[src/rtl/rsa_byte_link_pkg.sv]
// Shared types and constants for the RSA byte link: FSM states and frame geometry.
package rsa_byte_link_pkg;

  typedef enum logic [2:0] {
    IDLE,
    LOAD,
    CHECK,
    START,
    WAIT,
    SEND,
    ERR
  } state_t;

  localparam int         FRAME_BYTES      = 12;
  localparam int         RESULT_BYTES     = 4;
  localparam logic [7:0] DEFAULT_ERR_CODE = 8'hEE;

endpackage

[src/rtl/rsa_byte_ser.sv]
// Byte serializer: loads a 32-bit word and emits it MSB byte first over valid/ready.
module rsa_byte_ser
  import rsa_byte_link_pkg::*;
(
  input  logic        clk,
  input  logic        reset,
  input  logic        load,
  input  logic [31:0] load_data,
  input  logic        tx_ready,
  output logic [7:0]  tx_data,
  output logic        tx_valid,
  output logic        last
);

  localparam int CW = $clog2(RESULT_BYTES + 1);

  logic [31:0]   shreg;
  logic [CW-1:0] remaining;

  // The shift register doubles as the captured-result register.
  always_ff @(posedge clk or negedge reset) begin
    if (!reset) begin
      shreg     <= '0;
      remaining <= '0;
    end else if (load) begin
      shreg     <= load_data;
      remaining <= CW'(RESULT_BYTES);
    end else if (tx_valid && tx_ready) begin
      shreg     <= {shreg[23:0], 8'h00};
      remaining <= remaining - CW'(1);
    end
  end

  assign tx_valid = (remaining != '0);
  assign tx_data  = shreg[31:24];
  assign last     = tx_valid && tx_ready && (remaining == CW'(1));

endmodule

[src/rtl/rsa_byte_link.sv]
// Byte-stream front end for an RSA core: collects a 12-byte text/key/mod frame,
// validates it, runs the core with a timeout and returns the 4-byte result or an error code.
module rsa_byte_link
  import rsa_byte_link_pkg::*;
#(
  parameter int         TIMEOUT_CYCLES = 4096,
  parameter logic [7:0] ERR_CODE       = DEFAULT_ERR_CODE
) (
  input  logic        clk,
  input  logic        reset,
  input  logic [7:0]  rx_data,
  input  logic        rx_valid,
  output logic        rx_ready,
  output logic [7:0]  tx_data,
  output logic        tx_valid,
  input  logic        tx_ready,
  output logic [31:0] rsa_text,
  output logic [31:0] rsa_key,
  output logic [31:0] rsa_mod,
  output logic        rsa_go,
  input  logic        rsa_done,
  input  logic [31:0] rsa_result,
  output logic        busy,
  output logic        err
);

  localparam int WW = $clog2(TIMEOUT_CYCLES + 1);

  state_t        state, next_state;
  logic [3:0]    byte_cnt;
  logic [WW-1:0] wait_cnt;
  logic          err_seen;
  logic          rx_fire;
  logic          ser_load, ser_valid, ser_last;
  logic [7:0]    ser_data;

  assign rx_fire = rx_valid && rx_ready;

  always_ff @(posedge clk or negedge reset) begin
    if (!reset) state <= IDLE;
    else        state <= next_state;
  end

  always_comb begin
    next_state = state;
    case (state)
      IDLE:  if (rx_fire) next_state = LOAD;
      LOAD:  if (rx_fire && byte_cnt == 4'(FRAME_BYTES - 1)) next_state = CHECK;
      CHECK: begin
        if (!rsa_mod[0] || rsa_mod < 32'd3 || rsa_text >= rsa_mod) next_state = ERR;
        else                                                        next_state = START;
      end
      START: next_state = WAIT;
      WAIT: begin
        if (rsa_done)                                  next_state = SEND;
        else if (wait_cnt >= WW'(TIMEOUT_CYCLES - 1))  next_state = ERR;
      end
      SEND:  if (ser_last) next_state = IDLE;
      ERR:   if (tx_ready) next_state = IDLE;
      default: next_state = IDLE;
    endcase
  end

  // Reset gates rx_ready so nothing is accepted while the block is held in reset.
  always_comb begin
    rx_ready = reset && (state == IDLE || state == LOAD);
    rsa_go   = (state == START);
    busy     = (state != IDLE);
    err      = (state == ERR) && !err_seen;
    ser_load = (state == WAIT) && rsa_done;
    tx_valid = 1'b0;
    tx_data  = '0;
    case (state)
      SEND: begin
        tx_valid = ser_valid;
        tx_data  = ser_data;
      end
      ERR: begin
        tx_valid = 1'b1;
        tx_data  = ERR_CODE;
      end
      default: ;
    endcase
  end

  // Frame bytes shift through text/key/mod as one 96-bit big-endian register;
  // wait_cnt holds the number of cycles since rsa_go.
  always_ff @(posedge clk or negedge reset) begin
    if (!reset) begin
      rsa_text <= '0;
      rsa_key  <= '0;
      rsa_mod  <= '0;
      byte_cnt <= '0;
      wait_cnt <= '0;
      err_seen <= 1'b0;
    end else begin
      err_seen <= (state == ERR);
      if (rx_fire) begin
        {rsa_text, rsa_key, rsa_mod} <= {rsa_text[23:0], rsa_key, rsa_mod, rx_data};
        byte_cnt <= (byte_cnt == 4'(FRAME_BYTES - 1)) ? 4'd0 : byte_cnt + 4'd1;
      end
      if (state == START)     wait_cnt <= WW'(1);
      else if (state == WAIT) wait_cnt <= wait_cnt + WW'(1);
    end
  end

  rsa_byte_ser u_ser (
    .clk       (clk),
    .reset     (reset),
    .load      (ser_load),
    .load_data (rsa_result),
    .tx_ready  (tx_ready),
    .tx_data   (ser_data),
    .tx_valid  (ser_valid),
    .last      (ser_last)
  );

endmodule

[config.mk]
export PLATFORM = sky130hd
export DESIGN_NAME = rsa_byte_link
export DESIGN_NICKNAME = d
export VERILOG_FILES = /design/src/rtl/rsa_byte_link_pkg.sv /design/src/rtl/rsa_byte_ser.sv /design/src/rtl/rsa_byte_link.sv
export SDC_FILE = /design/constraint.sdc
export NUM_CORES = 1
export LEC_CHECK = 0
export ABC_CLOCK_PERIOD_IN_PS = 2000
export CAP_MARGIN = 20
export CORE_ASPECT_RATIO = 1.5
export CORE_UTILIZATION = 46
export DETAILED_ROUTE_END_ITERATION = 8
export HOLD_SLACK_MARGIN = 0.12
export PLACE_DENSITY = 0.78
export SLEW_MARGIN = 30
export SYNTH_ARGS = -nofsm -noshare
export SYNTH_HDL_FRONTEND = slang
export SYNTH_SLANG_ARGS = --single-unit
[constraint.sdc]
create_clock -name clk -period 2 [get_ports clk]
set_input_delay 0.2 -clock clk [delete_from_list [all_inputs] [get_ports clk]]
set_output_delay 0.2 -clock clk [all_outputs]
set_load 0.01 [all_outputs]
---- Word level (Yosys, flattened, before mapping) ----
Cells that the tools add are included.
operators by class
  add/sub/neg operators ................... 3
  order comparisons ....................... 3
  equality and inequality tests ........... 13
  muxes and demuxes ....................... 17
  reductions and logical operators ........ 18
operators with widths
  operator                                                count
  two-way mux 32 bit                                      2
  >= comparator 32 bit                                    1
  < comparator 32 x 2 -> 1 bit (second input constant)    1
  two-way mux 3 bit                                       9
  two-way mux 13 bit                                      2
  case mux 3 bit (7 select lines)                         1
  case mux 8 bit (2 select lines)                         1
  adder 13 x 1 -> 13 bit (second input constant)          1
  >= comparator 13 x 12 -> 1 bit (second input constant)  1
  equality test 3 bit (second input constant)             3
  inequality test 2 bit (second input constant)           4
  logical AND 1 bit                                       7
  equality test 3 x 1 -> 1 bit (second input constant)    2
  equality test 3 x 2 -> 1 bit (second input constant)    2
  nonzero test 3 bit                                      2
  AND reduction 5 bit                                     1
  adder 4 x 1 -> 4 bit (second input constant)            1
  equality test 4 bit (second input constant)             1
  two-way mux 4 bit                                       1
  nonzero test 2 bit                                      2
  zero test 3 bit                                         1
  logical OR 1 bit                                        3
  inequality test 3 bit (second input constant)           1
  subtractor 3 x 1 -> 3 bit (second input constant)       1
  other kinds (2)                                         3
storage, ports and cells
  flip-flop bits (word level) ............. 152
  output and inout port bits .............. 109
  word-level logic and storage cells ...... 63

---- Depth between registers and ports, before layout ----
  word-level depth ........................ 7
  gate-level depth with buffers ........... 9
  mapped depth without buffers ............ 9

---- Cells and area by module ----
From an unflattened synthesis, not the netlist that was laid out.
second synthesis, totals
  cell total of the unflattened synthesis .. 667
  area, all modules ....................... 7393.3 sq um
modules (own cells, without submodules)
  module         times used  cells each  area each (sq um)
  rsa_byte_link  1           501         5580.4
  rsa_byte_ser   1           166         1813.0

---- Least setup slack after synthesis ----
Ideal clock, no wire load.
  path kind ............................... register -> register
  start point ............................. register rsa_text[0]
  end point ............................... register state[0]
  arrival ................................. 2042 ps
  required time ........................... 1918 ps
  slack ................................... -123 ps
  stages on the path, launching flop included .. 9
  path buffers ............................ 0
  period minus slack after synthesis ...... 2123 ps
  path through ............................ dfrtp_1 -> inv_1 -> ha_1 -> nand2b_4 -> a2111o_1 -> o2111ai_1 -> a31oi_1 -> or4_1 -> a31oi_1
between the ends
  cells in the longest elaborated chain, start to end .. 4
ends and longest elaborated chain
  item                             line                 source
  start, declared                  rsa_byte_link.sv:17  output logic [31:0] rsa_text,
  start signal, assigned           rsa_byte_link.sv:99  {rsa_text, rsa_key, rsa_mod} <= {rsa_text[23:0], rsa_key, rsa_mod, rx_data};
  >= comparator 32 bit             rsa_byte_link.sv:50  if (!rsa_mod[0] || rsa_mod < 32'd3 || rsa_text >= rsa_mod) next_state = ERR;
  logical OR 1 bit                 rsa_byte_link.sv:50
  two-way mux 3 bit                rsa_byte_link.sv:50
  case mux 3 bit (7 select lines)  rsa_byte_link.sv:46  case (state)
  end signal, assigned             rsa_byte_link.sv:41  else state <= next_state;
  end, declared                    rsa_byte_link.sv:29  state_t state, next_state;
Every way passes these cells.
A chain may end at the register's enable or synchronous reset.

---- Worst setup path in the final report ----
Same ends and word-level chain as after synthesis.

==> flow_results.org <==
** Drt
- Detailed Routing Iterations Pass 1 :: 5
- Dividing the detail-routed wire length by the instance count gives about 17 um.
- The final route contains between 5000 and 6000 vias.
- Number of vias per cell after detailed routing :: between 5 and 6
- Detailed-route DRC error count :: 0
- In this run the remaining antenna-violating nets after routing total 0.
- Drt total wl :: about 19000 um
- The first routing iteration left 310 violations.

** Placement
- DP Cell Count :: ~1100
- The congestion estimate from routability-driven global placement came to roughly 0.83.
- Total placed instance area :: approximately 9400 sq um
- HPWL Detailed :: 13300 um
- Post-Place Setup Slack :: -0.150 ns
- Port bufs :: between 150 and 200

** Run status
- Violations in the final reports :: setup timing
- The flow ran to the end, but the final reports show violations.

** Worst setup path
- Critical setup path kind :: reg2reg
- Logic depth of the worst register-to-register path :: 8
- Start of the worst register-to-register path :: rsa_text[0]$_DFFE_PN0P_
- Crit-path max FO :: 2
- CP startpoint kind :: flop
- Register-to-register setup slack :: -0.14 ns
- The endpoint identified for the worst register-to-register timing path is state[0]$_DFFE_PN0P_.
- STA classifies the critical path endpoint as a flop.
- For the worst setup path, the data required time is ~2.3 ns.
- Arr. time, crit path :: 2.48 ns

** Timing
- Slack of the critical path :: -0.136 ns
- The count of final hold-check violations is 0.
- Relative slew margins :: 54.4%
- The number of max-slew violations in the final report was 0.
- Share of the clock period used by the worst path :: 107%
- Setup repair after global routing could not meet its margin everywhere.
- Setup total negative slack on the finished layout was measured at -0.196 ns.
- Final setup fails :: 3
- The routed design could run at a clock period as short as 2.14 ns.
- Timing would allow up to 468 MHz.
- Final hold slack :: about 0.15 ns
- At the pin with the least slew margin, the transition time is around 0.7 ns.
- Clock skew after layout :: roughly 0.011 ns

** Clocking
- In this run the clock root is driven by a sky130_fd_sc_hd__clkbuf_16.
- The clock passes through at most 2 buffers.
- TritonCTS built the clock tree.
- After clock tree synthesis, the clock-pin slew on the worst setup and hold paths is around 0.07 ns.
- The clock reaches the later pin of the worst-skew pair after around 0.42 ns.
- H-Tree Depth :: 4
- The number of clock buffers added by TritonCTS is 17.
- Counting every sink on the clock net gives 152.

** Synth
- Mapped Area :: 7150 sq um
- Sequential-to-total area share from yosys stat :: a little over half
- In this run the mean area of a mapped cell was 10.7 sq um.
- Counting instances in the post-synthesis netlist gives the leading cell types as sky130_fd_sc_hd__dfrtp_1, sky130_fd_sc_hd__nand2_1, sky130_fd_sc_hd__o21ai_0, sky130_fd_sc_hd__mux2_2, sky130_fd_sc_hd__inv_1.
- For this run, the leading register cell type out of synthesis is sky130_fd_sc_hd__dfrtp_1.
- Most used standard cell by instance count after synthesis :: sky130_fd_sc_hd__dfrtp_1
- Counting flops with a built-in enable in the synthesized netlist gives 0.
- FF+latch count, synth :: ~150
- Yosys printed 0 warnings.
- Async set-reset flop share out of synthesis :: 100%
- Post-Synthesis Cells :: about 670
- Share of the synthesized area in the top cell type :: approximately 53%
- Top cells by area, synth :: sky130_fd_sc_hd__dfrtp_1, sky130_fd_sc_hd__mux2_2, sky130_fd_sc_hd__ha_1
- Synthesized net count :: 750
- Biggest area consumer among synthesized cells :: sky130_fd_sc_hd__dfrtp_1
- Counting distinct cell types in the post-synthesis netlist gives 46.

** Finish
- After the flow finishes, the layout carries non-filler instances totaling ~1100.
- Fraction of layout cells with a size suffix above 1 :: about a quarter
- Finished Cell Area :: just over 10000 sq um
- 0 antenna diodes ended up in the layout.
- Synthesis-to-finish area growth :: 42.4%
- At the end of the flow, the number of nets in the layout was around 980.
- Layout Utilization :: around 67%

** Global routing
- Vias in the first global route :: approximately 6000
- Number of antenna violations at the first check in global routing :: 0
- The first global-routing pass estimated 30200 um of wire.
- Entering global routing, the biggest net connects around 130 pins.
- Summed over all layers, the global routing overflow is 0.
- Global routing used 24.1% of the available tracks.

** Die
- I/O pin total :: between 150 and 200
- Core Box Area :: ~15000 sq um
- Once the floorplan was initialized, standard cells occupied 47.2% of the core.
- The floorplan step set the die width to approximately 100 um.
- Row count :: between 50 and 60
- The die is 155 um tall.
- The floorplan step defined a die boundary enclosing roughly 16000 sq um.

** Run
- Total of max-cap violations :: 0

** Pwr
- Dividing total power by cell area gives a power density of between 1500 and 2000 nW/um^2.
- Leakage :: around 4.7 nW
- Across the VDD grid, the largest voltage drop is around 0.9 mV.
- Overall power consumption :: approximately 16 mW

** Min path
- The min-delay analysis places its worst path in the category in2async.
## registers in the layout (all words and copies together), names as in the netlist, 3 cells and up
register,count
rsa_text,32
u_ser.remaining,3
byte_cnt,4
rsa_mod,32
u_ser.shreg,32
rsa_key,32
state,3
wait_cnt,13
## critical path, stage by stage, from the launching register on
cell	delay, ns
sky130_fd_sc_hd__dfrtp_1	0.39
sky130_fd_sc_hd__inv_2	0.08
sky130_fd_sc_hd__ha_4	0.19
sky130_fd_sc_hd__nand2b_4	0.13
sky130_fd_sc_hd__a2111o_1	0.38
sky130_fd_sc_hd__o2111ai_2	0.09
sky130_fd_sc_hd__a31oi_2	0.13
sky130_fd_sc_hd__or4_1	0.50
sky130_fd_sc_hd__a31oi_1	0.17
## where the power goes
part | leakage [nW] | switching, mW | internal (mW) | total, mW
clock | 0.281 | 1.37 | 1.91 | 3.28
sequential | 1.97 | 0.952 | 4.29 | 5.25
combinational | 2.41 | 3.61 | 4.19 | 7.80
## cell families after synthesis
| group | Yosys count | share of synthesized area, % |
|---|---|---|
| buffers and inverters | 70 | 4.11 |
| and+or+nand+nor | 184 | 11.8 |
| adders and majority gates | 37 | 6.48 |
| muxes | 90 | 13.8 |
| DFF | 152 | 53.2 |
| AOI/OAI and AO/OA | 129 | 9.91 |
| xor gates and xnor gates | 6 | 0.735 |
## metal layers
layer / routed length [um] / track usage (%) / vias to the layer above
met2: 9780 / 41.8 / 189
met3: 837 / 4.76 / 40
met5: 0 / 0 / -
met1: 7820 / 29.1 / 2868
li1: - / - / 2779
met4: 628 / 10.8 / 0
## placed cells by master, fill, tap and decap left out, types with 5 or more instances in the layout
cell type,instances
sky130_fd_sc_hd__a21oi_1,23
sky130_fd_sc_hd__buf_12,6
sky130_fd_sc_hd__buf_4,76
sky130_fd_sc_hd__clkbuf_16,18
sky130_fd_sc_hd__clkbuf_2,6
sky130_fd_sc_hd__clkdlybuf4s50_1,140
sky130_fd_sc_hd__dfrtp_1,149
sky130_fd_sc_hd__ha_1,35
sky130_fd_sc_hd__inv_1,38
sky130_fd_sc_hd__inv_6,5
sky130_fd_sc_hd__mux2_2,66
sky130_fd_sc_hd__mux2i_1,24
sky130_fd_sc_hd__nand2_1,105
sky130_fd_sc_hd__nand2b_1,6
sky130_fd_sc_hd__nand3_1,9
sky130_fd_sc_hd__nand4_1,9
sky130_fd_sc_hd__nor2_1,20
sky130_fd_sc_hd__nor4_1,8
sky130_fd_sc_hd__o21ai_0,83
## repair_timing
item / CTS / global route
gates resized for setup: 28 / 21
pin swaps: 3 / 6
endpoints found under the hold margin: 152 / 0
buffers inserted: 2 / 5
setup endpoints to repair: 15 / 14
cloned: 0 / 1
hold buffers: 1 / 0
## worst max-delay path by stage
stage,from,to,slack (ns),cells after the start
global route,rsa_mod[15]$_DFFE_PN0P_,state[0]$_DFFE_PN0P_,-0.21,8
CTS,rsa_mod[0]$_DFFE_PN0P_,state[0]$_DFFE_PN0P_,-0.14,7
global placement,rsa_mod[0]$_DFFE_PN0P_,state[0]$_DFFE_PN0P_,-0.07,7
detailed placement,rsa_mod[0]$_DFFE_PN0P_,state[0]$_DFFE_PN0P_,-0.15,7
finish,rsa_text[0]$_DFFE_PN0P_,state[0]$_DFFE_PN0P_,-0.14,8
floorplan,rsa_mod[0]$_DFFE_PN0P_,state[0]$_DFFE_PN0P_,-0.07,7
## area by class of cell
class	instances	area, sq um
flip-flops and latches	152	3810
clock buffers	19	443
fillers	1122	4960
well taps	199	249
clock inverters	13	156
multi-input cells	446	3140
repair buffers	238	2230
inverters	40	153
Note: power is estimated with default switching activity, not from simulation.
